--- src/rtl/rc4_prga_decrypt_pkg.sv ---
// rtl/rc4_prga_decrypt_pkg.sv - shared types and sizes for the RC4 PRGA decrypt block
package rc4_pkg;

  localparam int MSG_LEN_DEFAULT = 32;
  localparam int S_AW            = 8;
  localparam int MSG_AW          = 5;

  typedef enum logic [3:0] {
    IDLE,
    RD_SI,
    WAIT_SI,
    CAP_SI,
    RD_SJ,
    WAIT_SJ,
    CAP_SJ,
    WR_SI,
    WR_SJ,
    RD_F,
    WAIT_F,
    CAP_F,
    WR_D,
    DONE
  } state_t;

  // One-hot datapath load enables; each is high in exactly one FSM state.
  typedef struct packed {
    logic ld_start;
    logic cap_si;
    logic cap_sj;
    logic wr_si;
    logic wr_sj;
    logic cap_f;
    logic nxt_byte;
  } dp_ctrl_t;

endpackage

--- src/rtl/rc4_prga_decrypt_if.sv ---
// rtl/rc4_prga_decrypt_if.sv - S-array, message ROM and result RAM bus
interface rc4_prga_decrypt_if;
  import rc4_pkg::*;

  logic [S_AW-1:0]   s_addr;
  logic [7:0]        s_wr_data;
  logic              s_wren;
  logic [7:0]        s_q;
  logic [MSG_AW-1:0] m_addr;
  logic [7:0]        m_q;
  logic [MSG_AW-1:0] d_addr;
  logic [7:0]        d_data;
  logic              d_wren;

  modport master (
    output s_addr, s_wr_data, s_wren, m_addr, d_addr, d_data, d_wren,
    input  s_q, m_q
  );

  modport slave (
    input  s_addr, s_wr_data, s_wren, m_addr, d_addr, d_data, d_wren,
    output s_q, m_q
  );

endinterface

--- src/rtl/rc4_prga_decrypt_datapath.sv ---
// rtl/rc4_prga_decrypt_datapath.sv - index/byte registers and registered address/data outputs
module rc4_prga_datapath
  import rc4_pkg::*;
#(
  parameter int MSG_LEN = MSG_LEN_DEFAULT
) (
  input  logic              i_clk,
  input  logic              i_reset,
  input  dp_ctrl_t          i_ctrl,
  input  logic [7:0]        i_s_q,
  input  logic [7:0]        i_m_q,
  output logic [S_AW-1:0]   o_s_addr,
  output logic [7:0]        o_s_wr_data,
  output logic [MSG_AW-1:0] o_m_addr,
  output logic [MSG_AW-1:0] o_d_addr,
  output logic [7:0]        o_d_data,
  output logic              o_last
);

  logic [7:0]        r_i, r_j, r_si, r_sj, r_f;
  logic [MSG_AW-1:0] r_k, r_m_addr, r_d_addr;
  logic [S_AW-1:0]   r_s_addr;
  logic [7:0]        r_s_wr_data;
  logic [7:0]        w_j_nxt;

  assign w_j_nxt     = r_j + i_s_q;
  assign o_s_addr    = r_s_addr;
  assign o_s_wr_data = r_s_wr_data;
  assign o_m_addr    = r_m_addr;
  assign o_d_addr    = r_d_addr;
  assign o_d_data    = r_f;
  assign o_last      = (r_k == MSG_AW'(MSG_LEN - 1));

  // Outputs are loaded one state early so each address is already stable when its state begins
  // and stays put until the next load; the swap only ever uses the captured si/sj.
  always_ff @(posedge i_clk) begin
    if (i_reset) begin
      r_i         <= '0;
      r_j         <= '0;
      r_k         <= '0;
      r_si        <= '0;
      r_sj        <= '0;
      r_f         <= '0;
      r_s_addr    <= '0;
      r_s_wr_data <= '0;
      r_m_addr    <= '0;
      r_d_addr    <= '0;
    end else begin
      if (i_ctrl.ld_start) begin
        r_i      <= 8'd1;
        r_j      <= 8'd0;
        r_k      <= '0;
        r_s_addr <= 8'd1;
      end
      if (i_ctrl.cap_si) begin
        r_si     <= i_s_q;
        r_j      <= w_j_nxt;
        r_s_addr <= w_j_nxt;
      end
      if (i_ctrl.cap_sj) begin
        r_sj        <= i_s_q;
        r_s_addr    <= r_i;
        r_s_wr_data <= i_s_q;
      end
      if (i_ctrl.wr_si) begin
        r_s_addr    <= r_j;
        r_s_wr_data <= r_si;
      end
      if (i_ctrl.wr_sj) begin
        r_s_addr <= r_si + r_sj;
        r_m_addr <= r_k;
      end
      if (i_ctrl.cap_f) begin
        r_f      <= i_s_q ^ i_m_q;
        r_d_addr <= r_k;
      end
      if (i_ctrl.nxt_byte) begin
        r_i      <= r_i + 8'd1;
        r_k      <= r_k + 1'b1;
        r_s_addr <= r_i + 8'd1;
      end
    end
  end

endmodule

--- src/rtl/rc4_prga_decrypt.sv ---
// rtl/rc4_prga_decrypt.sv - RC4 keystream generation and XOR decrypt of a stored message
module rc4_prga_decrypt
  import rc4_pkg::*;
#(
  parameter int MSG_LEN = MSG_LEN_DEFAULT
) (
  input  logic                clk,
  input  logic                reset,
  input  logic                start,
  output logic                finish,
  rc4_prga_decrypt_if.master  bus
);

  state_t   r_state, w_state_nxt;
  dp_ctrl_t w_ctrl;
  logic     w_s_wren, w_d_wren, w_finish, w_last;

  // State register.
  always_ff @(posedge clk) begin
    if (reset) r_state <= IDLE;
    else       r_state <= w_state_nxt;
  end

  // Next-state, strobes and datapath enables; each byte walks RD_SI..WR_D in 12 cycles.
  always_comb begin
    w_state_nxt = r_state;
    w_ctrl      = '0;
    w_s_wren    = 1'b0;
    w_d_wren    = 1'b0;
    w_finish    = 1'b0;
    case (r_state)
      IDLE: begin
        if (start) begin
          w_ctrl.ld_start = 1'b1;
          w_state_nxt     = RD_SI;
        end
      end
      RD_SI:   w_state_nxt = WAIT_SI;
      WAIT_SI: w_state_nxt = CAP_SI;
      CAP_SI: begin
        w_ctrl.cap_si = 1'b1;
        w_state_nxt   = RD_SJ;
      end
      RD_SJ:   w_state_nxt = WAIT_SJ;
      WAIT_SJ: w_state_nxt = CAP_SJ;
      CAP_SJ: begin
        w_ctrl.cap_sj = 1'b1;
        w_state_nxt   = WR_SI;
      end
      WR_SI: begin
        w_s_wren     = 1'b1;
        w_ctrl.wr_si = 1'b1;
        w_state_nxt  = WR_SJ;
      end
      WR_SJ: begin
        w_s_wren     = 1'b1;
        w_ctrl.wr_sj = 1'b1;
        w_state_nxt  = RD_F;
      end
      RD_F:   w_state_nxt = WAIT_F;
      WAIT_F: w_state_nxt = CAP_F;
      CAP_F: begin
        w_ctrl.cap_f = 1'b1;
        w_state_nxt  = WR_D;
      end
      WR_D: begin
        w_d_wren = 1'b1;
        if (w_last) begin
          w_state_nxt = DONE;
        end else begin
          w_ctrl.nxt_byte = 1'b1;
          w_state_nxt     = RD_SI;
        end
      end
      DONE: begin
        w_finish = 1'b1;
        if (!start) w_state_nxt = IDLE;
      end
      default: w_state_nxt = IDLE;
    endcase
  end

  assign bus.s_wren = w_s_wren & ~reset;
  assign bus.d_wren = w_d_wren & ~reset;
  assign finish     = w_finish & ~reset;

  rc4_prga_datapath #(.MSG_LEN(MSG_LEN)) u_datapath (
    .i_clk       (clk),
    .i_reset     (reset),
    .i_ctrl      (w_ctrl),
    .i_s_q       (bus.s_q),
    .i_m_q       (bus.m_q),
    .o_s_addr    (bus.s_addr),
    .o_s_wr_data (bus.s_wr_data),
    .o_m_addr    (bus.m_addr),
    .o_d_addr    (bus.d_addr),
    .o_d_data    (bus.d_data),
    .o_last      (w_last)
  );

endmodule

--- src/flat_wrapper.sv ---
// flat-port wrapper written by rule: the top's interface ports become plain ports
module rc4_prga_decrypt_flat import rc4_pkg::*;
#(
  parameter int MSG_LEN = MSG_LEN_DEFAULT
)
  (clk, reset, start, finish, bus_s_addr, bus_s_wr_data, bus_s_wren, bus_m_addr, bus_d_addr, bus_d_data, bus_d_wren, bus_s_q, bus_m_q);
  rc4_prga_decrypt_if bus_i ();
  input  logic clk;
  input  logic reset;
  input  logic start;
  output logic finish;
  output wire logic [$bits(bus_i.s_addr)-1:0] bus_s_addr;
  output wire logic [$bits(bus_i.s_wr_data)-1:0] bus_s_wr_data;
  output wire logic [$bits(bus_i.s_wren)-1:0] bus_s_wren;
  output wire logic [$bits(bus_i.m_addr)-1:0] bus_m_addr;
  output wire logic [$bits(bus_i.d_addr)-1:0] bus_d_addr;
  output wire logic [$bits(bus_i.d_data)-1:0] bus_d_data;
  output wire logic [$bits(bus_i.d_wren)-1:0] bus_d_wren;
  input wire logic [$bits(bus_i.s_q)-1:0] bus_s_q;
  input wire logic [$bits(bus_i.m_q)-1:0] bus_m_q;
  assign bus_s_addr = bus_i.s_addr;
  assign bus_s_wr_data = bus_i.s_wr_data;
  assign bus_s_wren = bus_i.s_wren;
  assign bus_m_addr = bus_i.m_addr;
  assign bus_d_addr = bus_i.d_addr;
  assign bus_d_data = bus_i.d_data;
  assign bus_d_wren = bus_i.d_wren;
  assign bus_i.s_q = bus_s_q;
  assign bus_i.m_q = bus_m_q;
  rc4_prga_decrypt #(.MSG_LEN(MSG_LEN)) u_core (.clk(clk), .reset(reset), .start(start), .finish(finish), .bus(bus_i));
endmodule
--- config.mk ---
export PLATFORM = sky130hd
export DESIGN_NAME = rc4_prga_decrypt_flat
export DESIGN_NICKNAME = d
export VERILOG_FILES = /design/src/rtl/rc4_prga_decrypt_pkg.sv /design/src/rtl/rc4_prga_decrypt_if.sv /design/src/rtl/rc4_prga_decrypt_datapath.sv /design/src/rtl/rc4_prga_decrypt.sv /design/src/flat_wrapper.sv
export SDC_FILE = /design/constraint.sdc
export NUM_CORES = 1
export LEC_CHECK = 0
export BUFFER_PORTS_ARGS = -buffer_cell sky130_fd_sc_hd__clkbuf_2
export CORE_MARGIN = 3
export CORE_UTILIZATION = 57
export DETAILED_ROUTE_END_ITERATION = 12
export HOLD_SLACK_MARGIN = 0.05
export PLACE_DENSITY = 0.84
export SYNTH_ARGS = -nofsm -noshare
export SYNTH_HDL_FRONTEND = slang
export SYNTH_SLANG_ARGS = --single-unit
--- constraint.sdc ---
create_clock -name clk -period 2.5 [get_ports clk]
set_input_delay 0.25 -clock clk [delete_from_list [all_inputs] [get_ports clk]]
set_output_delay 0.25 -clock clk [all_outputs]
set_load 0.02 [all_outputs]
* After elaboration in Yosys (flattened, before gate mapping)
Cells that the tools add are included.
** Storage, ports and cells
- Flip-flop bits (word level) :: 75
- Bits in latches :: 0
- Memory bits (writable) :: 0
- Memory bits (read-only) :: 0
- Bits of input ports :: 19
- Output and inout port bits :: 37
- Memories :: 0
** Cells by class
- Add/subtract/negate cells :: 4
- Multiply operators :: 0
- Divide/modulo/power cells :: 0
- Magnitude comparators :: 0
- Equal/unequal tests :: 16
- Shifts and indexed selects :: 0
- Mux-type cells :: 29
- Bitwise logic cells :: 5
- Reduce and logical (&&, ||, !) cells :: 7
** Operators with widths (count)
- $mux 8 :: 11
- $pmux 4 s14 :: 1
- $eq 4x4->1 const B :: 6
- $add 8x8->8 :: 2
- $eq 4x3->1 const B :: 4
- $mux 1 :: 12
- $mux 4 :: 3
- $mux 5 :: 2
- $add 8x1->8 const B :: 1
- $eq 4x2->1 const B :: 2
- $xor 8x8->8 :: 1
- $reduce_bool 2->1 :: 3
- $reduce_bool 6->1 :: 1
- $add 5x1->5 const B :: 1
- $eq 5x5->1 const B :: 1
- $eq 4x1->1 const B :: 1
- $logic_not 4->1 :: 1
- $ne 2x2->1 const B :: 2
- $and 1x1->1 :: 3
- $reduce_and 2->1 :: 1
- $reduce_or 2->1 :: 1
- $not 1->1 :: 1

* Logic depth before layout (Yosys ltp)
- Depth after elaboration :: 8
- Gate-level depth with buffers :: 9
- Gate-level depth less buffers :: 9

* Hierarchy
A second synthesis with hierarchy kept.
** Second synthesis, totals
- Cell total of the unflattened synthesis :: 484
- Area, all modules :: 4119.0 um2
** Modules (own cells, without submodules)
- rc4_prga_datapath :: instances 1, cells each 442, area each 3779.9 um2
- rc4_prga_decrypt :: instances 1, cells each 42, area each 339.1 um2

* Worst setup path after synthesis
No wires, ideal clock.
- Kind :: register to register
- Start point :: register u_core.u_datapath.r_k[0]
- End point :: register u_core.u_datapath.r_s_addr[7] (netlist: u_core.u_datapath.o_s_addr[7])
- Library setup time :: 0.080 ns
- Arrival time :: 2.100 ns
- Data required time :: 2.420 ns
- Setup slack :: 0.321 ns
- Cell stages (with the launch flop) :: 10
- Period minus slack after synthesis :: 2.179 ns
- Cell sequence :: dfxtp_1 > ha_1 > and3_1 > ha_1 > and3b_4 > o21a_4 > nor4_4 > a221oi_2 > and3_1 > a211oi_2
** On the way
- Cells in the longest elaborated chain, start to end :: 4
** RTL lines
- start, declared :: line rc4_prga_decrypt_datapath.sv:21 : logic [MSG_AW-1:0] r_k, r_m_addr, r_d_addr;
- start signal, assigned :: line rc4_prga_decrypt_datapath.sv:79 : r_k <= r_k + 1'b1;
- $eq 5x5->1 (*) :: line rc4_prga_decrypt_datapath.sv:32 : assign o_last = (r_k == MSG_AW'(MSG_LEN - 1));
- $mux 1 (*) :: line rc4_prga_decrypt.sv:68 : if (w_last) begin
- $mux 1 (*) :: line rc4_prga_decrypt.sv:31 : case (r_state)
- $reduce_bool 6->1 (no source line) / $mux 8 (equally long branches)
- end signal, assigned :: line rc4_prga_decrypt_datapath.sv:58 : r_s_addr <= w_j_nxt;
- end signal, assigned :: line rc4_prga_decrypt_datapath.sv:62 : r_s_addr <= r_i;
- end signal, assigned :: line rc4_prga_decrypt_datapath.sv:66 : r_s_addr <= r_j;
- end, declared :: line rc4_prga_decrypt_datapath.sv:22 : logic [S_AW-1:0] r_s_addr;
Every way passes the cells marked *; elsewhere a longest branch is shown, timed or not.
A chain may end at the register's enable or synchronous reset.

* Worst setup path in the final report
Same ends and word-level chain as after synthesis.

==> metrics.txt <==
remaining max-slew budget at the tightest pin 61.2%; half-perimeter wire length of the detailed placement result 7500 um; biggest area contributors in the synthesized netlist dfxtp_1 (38%), nand2_1 (7.2%), a21oi_1 (6.3%); Crit. path cell count 9; highest ir drop seen on vdd 0.430 mV; worst setup path start u_core.u_datapath.r_k[0]$_SDFFE_PP0P_; worst-case setup slack after placement 0.0726 ns; data required time of the critical path 2.78 ns; number of hold violations in the final report 0; RSZ-0062 raised after global routing no; number of flip-flops and latches in the synthesized netlist 75; number of enable flip-flop cells after synthesis 0; Worst Skew 0.00893 ns; drt drc 0; first drt pass iteration count 6; die span in y 88.7 um; total of cells resized after clock tree synthesis 0; Total Routed Length 10400 um; pin slew with the least headroom to its limit 0.581 ns; clock insertion delay at the later pin of the skew report 0.36 ns; area taken by flip-flops and latches 1500 sq um; number of antenna-violating nets in the routed design 0; top-area cell type share of the netlist area 38.5%; x dimension of the die 88.7 um; maximum number of pins on one net before global-route repair 29; fillcell total 525; depth of the worst hold-timing path 3; post-CTS setup buffer count 0; Tcrit/Tclk final 94.2%; floorplan die area 7870 sq um; classification of the worst-slack hold path input port to flip-flop; post-DR wirelength/cell 17.0 um; clock slew at reported path FFs 0.08 ns; global-route wire length before repair 16900 um; cell type with the largest total area after synthesis dfxtp_1; Placer Congestion 0.977; critical-path cell with the highest stage delay dfxtp_1; clock root buffer clkbuf_8; sequential element share of the synthesized area 38.5%; initial core utilization 60.1%; residual overflow from global routing 0; data arrival time of the critical path 2.64 ns; CP top delay family simple AND/OR/NAND/NOR gates; max capacitance violation total 0; async set-or-reset flop fraction in the synthesized netlist 0%; final-report max-slew violation count 0; startpoint type of the worst setup path flip-flop; commonest cells after routing, fill and taps aside nand2_1 (75), dfxtp_1 (75), nor2_1 (61), clkbuf_2 (55), a21oi_1 (49); antenna cell count 0; Port Buffers 55; crit path cell chain ha_1 > and3_1 > ha_1 > and3b_4 > o21a_4 > nor4_4 > a221oi_2 > and3_1 > a211oi_2; total number of placement rows 29; Netlist cell types 55; cts bufs inserted 9; Clock Tree Buf Depth 2; Final TNS setup 0 ns; Pwr per Cell Area 590 nW/um^2; leak pwr 1.78 nW; TritonCTS clock tree yes; Primary FF master, synth dfxtp_1; Overall Global Routing Usage 27.9%; worst setup margin 0.146 ns; total core area 6490 sq um; drt first-iter violations 261; number of sinks handled by clock tree synthesis 75; vias in the first global route 3475; min-delay src bus_m_q[7]; status finished clean; setup slack of the worst register-to-register path 0.15 ns; total of endpoints with negative setup slack in the final report 0; Setup CP Type flip-flop to flip-flop; Critical Path Fanout Max 7; area of the multi-input gates 2260 sq um; share of post-route cells with drive strength above 1 19.6%; top-level port count 56; worst path bufs/invs 0; Post-CTS Hold Buffers 0; slowest cell delay on critical path 0.44 ns; kind of capture point of the worst setup path flip-flop; maximum level of the CTS H-tree 3; via count 3712; timing-limited maximum frequency 0.425 GHz; FF-to-FF path depth 9; Crit Reg-Reg Startpoint u_core.u_datapath.r_k[0]$_SDFFE_PP0P_; net count of the mapped netlist 512; signed area change from the synthesized netlist to the final layout 15.6%; mean instance size in the synthesized netlist 8.23 sq um; gate count of the mapped netlist 474; initial antenna violation count 0; detail-routed via count per cell 6.06; area of the mapped netlist 3900 sq um; post-layout net count 569; final critical delay including setup and external delays 2.35 ns; Yosys warning count 0
tightest hold or removal path: cells and delay by family:
kind	cells	cell delay, ns
buffers and inverters	1	0.08
xor gates and xnor gates	1	0.10
AOI/OAI and AO/OA	1	0.06
area by class of cell:
cell class              instances  area share [%]
inverters                       5           0.416
repair buffers                 74            9.26
clock buffers                  10            2.83
well taps                      77            2.14
flip-flops and latches         75            33.3
multi-input cells             366            50.1
clock inverters                 6            2.00
Yosys cell counts (all sizes together) (3+ instances only):
master,count
dfxtp,75
nand2,75
nor2,61
a21oi,49
a211oi,18
ha,17
buf,15
o21ai,15
xnor2,15
clkbuf,13
a22oi,12
nand3,12
nand2b,10
a222oi,8
nor3,8
and3,7
mux2i,7
xor2,6
inv,5
a221oi,4
a31oi,4
or3,4
nand3b,3
nor2b,3
path summary, 6_finish.rpt:
| check | end |
|---|---|
| max | u_core.u_datapath.o_s_addr[7]$_SDFFE_PP0P_ |
| min | u_core.u_datapath.o_d_data[7]$_SDFFE_PP0P_ |
| max reg2reg | u_core.u_datapath.o_s_addr[7]$_SDFFE_PP0P_ |
| min reg2reg | u_core.u_datapath.r_sj[5]$_SDFFE_PP0P_ |
state kept, by name (all words and copies together), names as in the netlist:
register and cells:
u_core.r_state 4, u_core.u_datapath.o_d_addr 5, u_core.u_datapath.o_d_data 8, u_core.u_datapath.o_m_addr 5
u_core.u_datapath.o_s_addr 8, u_core.u_datapath.o_s_wr_data 8, u_core.u_datapath.r_i 8, u_core.u_datapath.r_j 8
u_core.u_datapath.r_k 5, u_core.u_datapath.r_si 8, u_core.u_datapath.r_sj 8
through the flow:
step	power [mW]	instances	hold slack, ns	util, %	cell area [sq um]
2_1_floorplan	1.52	474	0.386	-	3900
3_3_place_gp	1.62	597	0.445	66.1	4290
3_5_place_dp	1.64	597	0.453	66.1	4290
4_1_cts	2.67	613	0.176	69.4	4510
5_1_grt	2.75	613	0.176	69.4	4510
6_report	2.66	613	0.185	69.4	4510
where the power goes:
group          internal [mW]  total (mW)  switching, mW
clock network          0.564        1.05          0.482
logic                  0.141       0.355          0.214
registers               1.22        1.26         0.0360
total                   1.93        2.66          0.732
logic make-up after synthesis:
logic type                 Yosys count  synth area share [%]
and+or+nand+nor                    195                  23.5
AOI/OAI and AO/OA                  122                  20.8
DFF                                 75                  38.5
buffers and inverters               33                  3.62
xor gates and xnor gates            21                  4.71
adders and majority gates           19                  6.48
muxes                                9                  2.37
metal layers:
layer / share of wire (%) / vias to the layer above / track usage, %
met1: 42 / 1753 / 34.5
li1: - / 1798 / -
met3: 5.7 / 22 / 6.70
met5: 0 / - / 0
met4: 1.7 / 0 / 9.62
met2: 51 / 139 / 47.2
Note: power is estimated with default switching activity, not from simulation.
